$ cat config.mk
export PLATFORM = sky130hd
export DESIGN_NAME = button_debounce_multi
export DESIGN_NICKNAME = d
export VERILOG_FILES = /design/src/rtl/btn_pkg.sv /design/src/rtl/button_debounce_chan.sv /design/src/rtl/button_debounce_multi.sv
export SDC_FILE = /design/constraint.sdc
export NUM_CORES = 1
export LEC_CHECK = 0
export ABC_AREA = 1
export BUFFER_PORTS_ARGS = -buffer_cell sky130_fd_sc_hd__buf_2
export CORE_AREA = 5 5 152 263
export DETAILED_ROUTE_END_ITERATION = 7
export DIE_AREA = 0 0 157 268
export PLACE_DENSITY = 0.65
export SLEW_MARGIN = 20
export SYNTH_ARGS = -nofsm -noshare
export SYNTH_HDL_FRONTEND = slang
export SYNTH_SLANG_ARGS = --single-unit
$ cat constraint.sdc
create_clock -name clk -period 22.7 [get_ports clk]
set_input_delay 2.27 -clock clk [delete_from_list [all_inputs] [get_ports clk]]
set_output_delay 2.27 -clock clk [all_outputs]
set_load 0.02 [all_outputs]
$ cat src/rtl/btn_pkg.sv
// Shared types and timing defaults for the multi-channel button debouncer.
// Defaults assume a 100 MHz system clock.
package btn_pkg;

    typedef enum logic [1:0] {
        IDLE    = 2'd0,
        PRESSED = 2'd1,
        HELD    = 2'd2
    } hold_state_t;

    localparam int DEF_N_BTN           = 5;
    localparam int DEF_DEBOUNCE_CYCLES = 1_000_000;
    localparam int DEF_LONG_CYCLES     = 50_000_000;
    localparam int DEF_REPEAT_CYCLES   = 10_000_000;
    localparam int DEF_CNT_W           = 26;

    function automatic int max3(input int a, input int b, input int c);
        int m;
        m = (a > b) ? a : b;
        return (m > c) ? m : c;
    endfunction

    // True when a cnt_w-bit counter can hold every timing constant (2^cnt_w > max).
    function automatic bit cnt_w_fits(input int cnt_w, input int a, input int b, input int c);
        return cnt_w >= $clog2(max3(a, b, c) + 1);
    endfunction

endpackage

$ cat src/rtl/button_debounce_chan.sv
// One button channel: 2-flop synchroniser, debounce counter, hold FSM and
// registered press/release/long/repeat pulses.
module button_debounce_chan
    import btn_pkg::*;
#(
    parameter int DEBOUNCE_CYCLES = DEF_DEBOUNCE_CYCLES,
    parameter int LONG_CYCLES     = DEF_LONG_CYCLES,
    parameter int REPEAT_CYCLES   = DEF_REPEAT_CYCLES,
    parameter int CNT_W           = DEF_CNT_W
) (
    input  logic clk,
    input  logic rst,
    input  logic i_btn,
    input  logic i_repeat_en,
    output logic o_level,
    output logic o_press,
    output logic o_release,
    output logic o_long,
    output logic o_repeat
);

    localparam logic [CNT_W-1:0] DB_LAST   = CNT_W'(DEBOUNCE_CYCLES - 1);
    localparam logic [CNT_W-1:0] LONG_LAST = CNT_W'(LONG_CYCLES - 1);
    localparam logic [CNT_W-1:0] REP_LAST  = CNT_W'(REPEAT_CYCLES - 1);

    logic             r_s1;
    logic             r_s2;
    logic             r_stable;
    logic [CNT_W-1:0] r_db_cnt;

    hold_state_t      r_state;
    hold_state_t      w_state_next;
    logic [CNT_W-1:0] r_hold_cnt;
    logic [CNT_W-1:0] w_hold_cnt_next;

    logic r_press, r_release, r_long, r_repeat;
    logic w_press, w_release, w_long, w_repeat;

    // Comparisons use >= so a counter can never run past its threshold.
    always_ff @(posedge clk or posedge rst) begin
        if (rst) begin
            r_s1     <= 1'b0;
            r_s2     <= 1'b0;
            r_stable <= 1'b0;
            r_db_cnt <= '0;
        end else begin
            r_s1 <= i_btn;
            r_s2 <= r_s1;
            if (r_s2 != r_stable) begin
                if (r_db_cnt >= DB_LAST) begin
                    r_stable <= r_s2;
                    r_db_cnt <= '0;
                end else begin
                    r_db_cnt <= r_db_cnt + 1'b1;
                end
            end else begin
                r_db_cnt <= '0;
            end
        end
    end

    always_ff @(posedge clk or posedge rst) begin
        if (rst) begin
            r_state    <= IDLE;
            r_hold_cnt <= '0;
            r_press    <= 1'b0;
            r_release  <= 1'b0;
            r_long     <= 1'b0;
            r_repeat   <= 1'b0;
        end else begin
            r_state    <= w_state_next;
            r_hold_cnt <= w_hold_cnt_next;
            r_press    <= w_press;
            r_release  <= w_release;
            r_long     <= w_long;
            r_repeat   <= w_repeat;
        end
    end

    // While not IDLE the FSM tracks a high stable level, so edges follow from state.
    always_comb begin
        w_state_next    = r_state;
        w_hold_cnt_next = r_hold_cnt;
        case (r_state)
            IDLE: begin
                if (r_stable) begin
                    w_state_next    = PRESSED;
                    w_hold_cnt_next = '0;
                end
            end
            PRESSED: begin
                if (!r_stable) begin
                    w_state_next    = IDLE;
                    w_hold_cnt_next = '0;
                end else if (r_hold_cnt >= LONG_LAST) begin
                    w_state_next    = HELD;
                    w_hold_cnt_next = '0;
                end else begin
                    w_hold_cnt_next = r_hold_cnt + 1'b1;
                end
            end
            HELD: begin
                if (!r_stable) begin
                    w_state_next    = IDLE;
                    w_hold_cnt_next = '0;
                end else if (!i_repeat_en || (r_hold_cnt >= REP_LAST)) begin
                    w_hold_cnt_next = '0;
                end else begin
                    w_hold_cnt_next = r_hold_cnt + 1'b1;
                end
            end
            default: begin
                w_state_next    = IDLE;
                w_hold_cnt_next = '0;
            end
        endcase
    end

    // Release is tested first in both held states, so it wins over a coincident threshold.
    always_comb begin
        w_press   = 1'b0;
        w_release = 1'b0;
        w_long    = 1'b0;
        w_repeat  = 1'b0;
        case (r_state)
            IDLE:    w_press = r_stable;
            PRESSED: begin
                w_release = !r_stable;
                w_long    = r_stable && (r_hold_cnt >= LONG_LAST);
            end
            HELD: begin
                w_release = !r_stable;
                w_repeat  = r_stable && i_repeat_en && (r_hold_cnt >= REP_LAST);
            end
            default: ;
        endcase
    end

    assign o_level   = r_stable;
    assign o_press   = r_press;
    assign o_release = r_release;
    assign o_long    = r_long;
    assign o_repeat  = r_repeat;

endmodule

$ cat src/rtl/button_debounce_multi.sv
// N_BTN independent debounced button channels plus a registered any-event flag
// for the wave-generator control FSM.
module button_debounce_multi
    import btn_pkg::*;
#(
    parameter int N_BTN           = DEF_N_BTN,
    parameter int DEBOUNCE_CYCLES = DEF_DEBOUNCE_CYCLES,
    parameter int LONG_CYCLES     = DEF_LONG_CYCLES,
    parameter int REPEAT_CYCLES   = DEF_REPEAT_CYCLES,
    parameter int CNT_W           = DEF_CNT_W
) (
    input  logic             clk,
    input  logic             rst,
    input  logic [N_BTN-1:0] btn_in,
    input  logic [N_BTN-1:0] repeat_en,
    output logic [N_BTN-1:0] btn_level,
    output logic [N_BTN-1:0] press_pulse,
    output logic [N_BTN-1:0] release_pulse,
    output logic [N_BTN-1:0] long_pulse,
    output logic [N_BTN-1:0] repeat_pulse,
    output logic             any_event
);

    logic r_any_event;

    if (!cnt_w_fits(CNT_W, DEBOUNCE_CYCLES, LONG_CYCLES, REPEAT_CYCLES)) begin : g_cnt_w_check
        $error("CNT_W too small for DEBOUNCE/LONG/REPEAT cycle counts");
    end

    genvar gi;
    generate
        for (gi = 0; gi < N_BTN; gi++) begin : g_chan
            button_debounce_chan #(
                .DEBOUNCE_CYCLES (DEBOUNCE_CYCLES),
                .LONG_CYCLES     (LONG_CYCLES),
                .REPEAT_CYCLES   (REPEAT_CYCLES),
                .CNT_W           (CNT_W)
            ) u_chan (
                .clk         (clk),
                .rst         (rst),
                .i_btn       (btn_in[gi]),
                .i_repeat_en (repeat_en[gi]),
                .o_level     (btn_level[gi]),
                .o_press     (press_pulse[gi]),
                .o_release   (release_pulse[gi]),
                .o_long      (long_pulse[gi]),
                .o_repeat    (repeat_pulse[gi])
            );
        end
    endgenerate

    always_ff @(posedge clk or posedge rst) begin
        if (rst) begin
            r_any_event <= 1'b0;
        end else begin
            r_any_event <= |{press_pulse, release_pulse, long_pulse, repeat_pulse};
        end
    end

    assign any_event = r_any_event;

endmodule

=== After elaboration in Yosys (flattened, before gate mapping) ===
Index checks and enable logic that the tools add are counted.

* Bits in registers: 306
* Latch bits: 0
* Bits in writable memories: 0
* ROM bits: 0
* Input bits: 12
* Output and inout bits: 26
* Logic and storage cells: 242
* Memories: 0

* Add/sub/neg operators: 10
* Multiply operators: 0
* Div/mod/pow operators: 0
* Magnitude comparators: 15
* Equal/unequal tests: 30
* Shift operators: 0
* Multiplexer cells: 85
* Bitwise gates (word level): 0
* Reductions and logical operators: 51

{| class="wikitable"
|+ Operator list
! kind !! number
|-
| 26-bit two-way mux || 35
|-
| 26-bit one-hot mux with 3 select lines || 5
|-
| 26-bit by 1-bit adder with 26-bit output (second input constant) || 10
|-
| 26-bit by 20-bit >= comparator with 1-bit output (second input constant) || 5
|-
| 26-bit by 24-bit >= comparator with 1-bit output (second input constant) || 5
|-
| 26-bit >= comparator (second input constant) || 5
|-
| 2-bit two-way mux || 20
|-
| 2-bit one-hot mux with 3 select lines || 5
|-
| 1-bit two-way mux || 20
|-
| 20-bit OR reduction || 1
|-
| 1-bit logical AND || 15
|-
| 3-bit != test (second input constant) || 5
|-
| 3-bit AND reduction || 5
|-
| 2-bit by 1-bit == test with 1-bit output (second input constant) || 5
|-
| 2-bit == test (second input constant) || 5
|-
| 1-bit logical NOT || 10
|-
| 2-bit logical NOT || 5
|-
| 2-bit by 1-bit != test with 1-bit output (second input constant) || 5
|-
| 2-bit != test (second input constant) || 5
|-
| 2-bit AND reduction || 5
|-
| 2-bit OR reduction || 5
|-
| 1-bit logical OR || 5
|-
| 1-bit != test || 5
|}

=== Longest topological paths before layout ===
* Depth in word-level cells: 5
* Gate-level depth with buffers: 12
* Depth with buffers taken out: 11

=== Hierarchy ===
A second synthesis with hierarchy kept.

* Cells, all modules: 2534
* Area total of the unflattened synthesis: 18512.8 um^2

{| class="wikitable"
|+ By module, submodules not included
! module !! instances !! cells each !! area each (um^2) !! sequential area each (um^2)
|-
| button_debounce_chan at g_chan[0].u_chan ... || 4 || 494 || 3647.2 || 1526.5
|-
| button_debounce_chan at g_chan[4].u_chan || 1 || 538 || 3823.7 || 1526.5
|-
| button_debounce_multi || 1 || 20 || 100.1 || 25.0
|}

=== Worst setup path after synthesis ===
Ideal clock, no wire load.

* Path type: input to register
* Start: input port repeat_en[1]
* End: register g_chan[1].u_chan.r_hold_cnt[10]
* Setup time: 117 ps
* Data arrival time: 2856 ps
* Setup slack: 19728 ps
* Stages: 6
* Buffers on the path: 1
* Cells stage by stage: and3_1 > nand3_1 > nand2_4 > buf_6 > nand2_1 > nand2_1

* Word-level cells in the longest chain between the ends: 5

{| class="wikitable"
|+ RTL lines
! item !! line !! source
|-
| from (decl) || button_debounce_multi.sv:15 || <nowiki>input logic [N_BTN-1:0] repeat_en,</nowiki>
|-
| 1-bit logical NOT || button_debounce_chan.sv:106 || <nowiki>end else if (!i_repeat_en || (r_hold_cnt >= REP_LAST)) begin</nowiki>
|-
| 1-bit logical OR || button_debounce_chan.sv:106 ||
|-
| 26-bit two-way mux || button_debounce_chan.sv:106 ||
|-
| 26-bit two-way mux || button_debounce_chan.sv:103 || <nowiki>if (!r_stable) begin</nowiki>
|-
| 26-bit one-hot mux with 3 select lines || button_debounce_chan.sv:84 || <nowiki>case (r_state)</nowiki>
|-
| to (signal assigned) || button_debounce_chan.sv:72 || <nowiki>r_hold_cnt <= w_hold_cnt_next;</nowiki>
|-
| to (decl) || button_debounce_chan.sv:33 || <nowiki>logic [CNT_W-1:0] r_hold_cnt;</nowiki>
|}

Every way passes these cells.
A chain may end at the register's enable or synchronous reset.

=== Final worst setup path ===
* Start: register g_chan[3].u_chan.r_stable
* End: output port btn_level[3]

{| class="wikitable"
|+ RTL lines
! item !! line !! source
|-
| from (decl) || button_debounce_chan.sv:28 || <nowiki>logic r_stable;</nowiki>
|-
| from (signal assigned) || button_debounce_chan.sv:51 || <nowiki>r_stable <= r_s2;</nowiki>
|-
| to (decl) || button_debounce_multi.sv:16 || <nowiki>output logic [N_BTN-1:0] btn_level,</nowiki>
|}

No word-level cell between the ends.

==> impl_metrics.tcl <==
set metrics [dict create \
    drt_pre_antenna_iters 6 \
    drt-total-wl_mm 43.47 \
    cts_buffers 29 \
    finalHoldViolations 0 \
    synthCells 2703 \
    setup_tns_ps 0 \
    cts_resized 0 \
    vias 16410 \
    avgSynthCellArea_um2 6.865 \
    startpoint_type "register" \
    power.leakage_nw 9.691 \
    ys_ff_latch 306 \
    routedWlPerCell_um 13.47 \
    grt-ovfl-total 0 \
    tightest_slew_ps 963.5 \
    io_buffers 37 \
    core_um2 37520 \
    cp_cell_sequence "buf_2" \
    vias_per_cell 5.084 \
    nets 2762 \
    critPathMaxFanout 8 \
    drc_errors 0 \
    area_delta_synth_final_pct 7.862 \
    place.gp.congestion 0.9590 \
    grt_pass1_wl_mm 74.80 \
    cts-root-buf "clkbuf_16" \
    arrival_ps 1440 \
    placedCellCount 3174 \
    std_cell_rows 94 \
    fin_cells 3227 \
    grt_pass1_vias 16410 \
    pre_cts_slack_ps 18650 \
    clock-sinks 306 \
    powerDensity_nw_per_um2 66.59 \
    h-tree-depth 1 \
    whs_ps 349.0 \
    synth_area_um2 18560 \
    post_cts_buffers 0 \
    drt-initial-drc-count 817 \
    antenna_found_initial 1 \
    dp_hpwl_mm 31.80 \
    outcome "finished clean" \
    finalCritPeriodShare_pct 16.34 \
    clk_pin_slew_ps 70 \
    power.total_mw 1.333 \
    layout-drive-gt1-share_pct 6.701 \
    required_ps 20430 \
    grt_setup_unrepaired "no" \
    cp_top_family "flip-flops" \
    relSlewSlack_pct 35.59 \
    fillCellCount 3752 \
    slew_violations 0 \
    start_util_pct 49.46 \
    yosysWarnings 0 \
    yosysTopAreaCell "dfrtp_1" \
    synthFlopType "dfrtp_1" \
    finClkSkew_ps 25.01 \
    synth_seq_area_share_pct 41.26 \
    tritoncts "built" \
    die_w_um 157 \
    critPathMaxStageDelay_ps 600 \
    vdd_drop_max_uv 74.46 \
    yosysTopAreaCellShare_pct 41.26 \
    die-area_um2 42080 \
    setup_violations 0 \
    clock_latency_ps 580 \
    max_freq_ghz 0.2696 \
    setup_ws_ps 18990 \
    clockBufferDepth 3 \
    grt_max_degree 178 \
    synth-edff-count 0 \
    antenna_left 0 \
    worstSetupEndpointType "output port" \
    finalCriticalPeriod_ps 3709 \
    cp_slowest_cell "dfrtp_1" \
    postCtsHoldBufs 0 \
    min_path_type "register to register" \
    drv_cap 0 \
    synth.area.top_cells "dfrtp_1 (41%), nand2_1 (19%), nor2_1 (9.3%)" \
    postSynth.asyncResetShare_pct 100.0 \
    path_buf_inv 1 \
    top_level_ports 38 \
    die_h_um 268 \
    grt_usage_pct 21.08 \
    crit_type "register to output port" \
    synthDistinctLibCells 41 \
]
synthesized netlist by cell type, types with 7 or more instances:
cell type	number
a21oi_1	22
buf_2	16
buf_4	28
buf_6	10
clkbuf_1	18
clkinv_1	7
dfrtp_1	306
ha_1	25
inv_1	273
inv_2	25
nand2_1	933
nand2_2	10
nand3_1	225
nand4_1	43
nor2_1	460
nor2_2	29
nor3_1	40
nor4_1	7
o21ai_0	37
o21ai_1	11
xnor2_1	26
xor2_1	91
stage by stage:
step	instance area [um^2]	utilization (%)
final	20020	53.35
after global routing	20020	53.35
after CTS	20010	53.34
after detailed placement	19000	50.65
after global placement	19000	50.65
after floorplan	18670	-
power by group:
part / switching (mW) / internal (mW) / leakage [nW]
Sequential: 0.0185 / 0.568 / 4.14
Clock: 0.220 / 0.298 / 0.502
Combinational: 0.181 / 0.0484 / 5.04
Total: 0.419 / 0.914 / 9.69
layout by cell type (no fill, tap or decap), types with 4 or more instances in the layout:
cell type	netlist	routed
nand2_1	933	933
nor2_1	460	458
dfrtp_1	306	306
inv_1	273	272
nand3_1	225	225
xor2_1	91	91
nand4_1	43	43
nor3_1	40	40
o21ai_0	37	37
buf_2	16	37
nor2_2	29	31
conb_1	1	30
clkbuf_16	0	29
xnor2_1	26	26
inv_2	25	25
ha_1	25	25
a21oi_1	22	22
o21ai_1	11	11
nand2_2	10	10
clkinv_1	7	7
nor4_1	7	7
nand3b_1	6	6
a31oi_1	6	6
nor3_2	6	6
nor2_4	5	5
clkbuf_8	0	5
clkinv_2	0	5
nand3_2	4	4
nor3b_1	4	4
or2_2	4	4
inv_6	0	4
bufinv_16	0	4
logic make-up (layout without fill, tap and decap cells):
| kind of cell | after synthesis | count (layout) | synth area share, % |
|---|---|---|---|
| XOR/XNOR | 117 | 117 | 5.522 |
| AND/OR/NAND/NOR | 1785 | 1785 | 40.19 |
| other | 1 | 31 | 0.02021 |
| flip-flops | 306 | 306 | 41.26 |
| adder cells (fa/ha/maj) | 25 | 25 | 1.686 |
| AO/OA/AOI/OAI | 85 | 85 | 2.441 |
| buffers and inverters | 384 | 398 | 8.873 |
final cells by class:
type	instances	area, um^2	share of cell area [%]
Clock buffer	36	802.0	4.007
Multi-Input combinational cell	2042	9366	46.80
Antenna cell	1	2.502	0.01250
Sequential cell	306	7657	38.26
Timing Repair Buffer	41	227.7	1.138
Tap cell	480	600.6	3.001
Inverter	305	1152	5.757
Clock inverter	16	206.4	1.031
sequential cells by signal, indices dropped and copies added, names as in the netlist:
name                      flops
g_chan.u_chan.o_press         5
g_chan.u_chan.o_repeat        5
g_chan.u_chan.r_db_cnt      130
g_chan.u_chan.r_s1            5
g_chan.u_chan.r_hold_cnt    130
g_chan.u_chan.o_release       5
g_chan.u_chan.r_s2            5
g_chan.u_chan.o_long          5
g_chan.u_chan.r_state        10
any_event                     1
g_chan.u_chan.o_level         5
routing by layer:
metal  vias up  share of wire, %  track usage [%]
met5         -                 0                0
met4         0               4.5            9.272
met3       124               2.7            1.934
met2       287                54            41.18
met1      7645                39            22.59
li1       8350                 -                -
final timing paths:
kind / from / to / slack, ps / cells past startpoint
hold reg to reg: g_chan[2].u_chan.r_s1 / g_chan[2].u_chan.r_s2 / 350 / 0
max in group asynchronous: rst / g_chan[1].u_chan.r_db_cnt[17] / 19400 / 3
setup / recovery: g_chan[3].u_chan.o_level / btn_level[3] / 18990 / 1
setup reg to reg: g_chan[3].u_chan.r_state[1] / g_chan[3].u_chan.r_hold_cnt[21] / 20180 / 7
hold / removal: g_chan[2].u_chan.r_s1 / g_chan[2].u_chan.r_s2 / 350 / 0
min in group asynchronous: rst / g_chan[0].u_chan.r_db_cnt[13] / 1880 / 2
No activity file was read; power rests on OpenSTA's default activity.
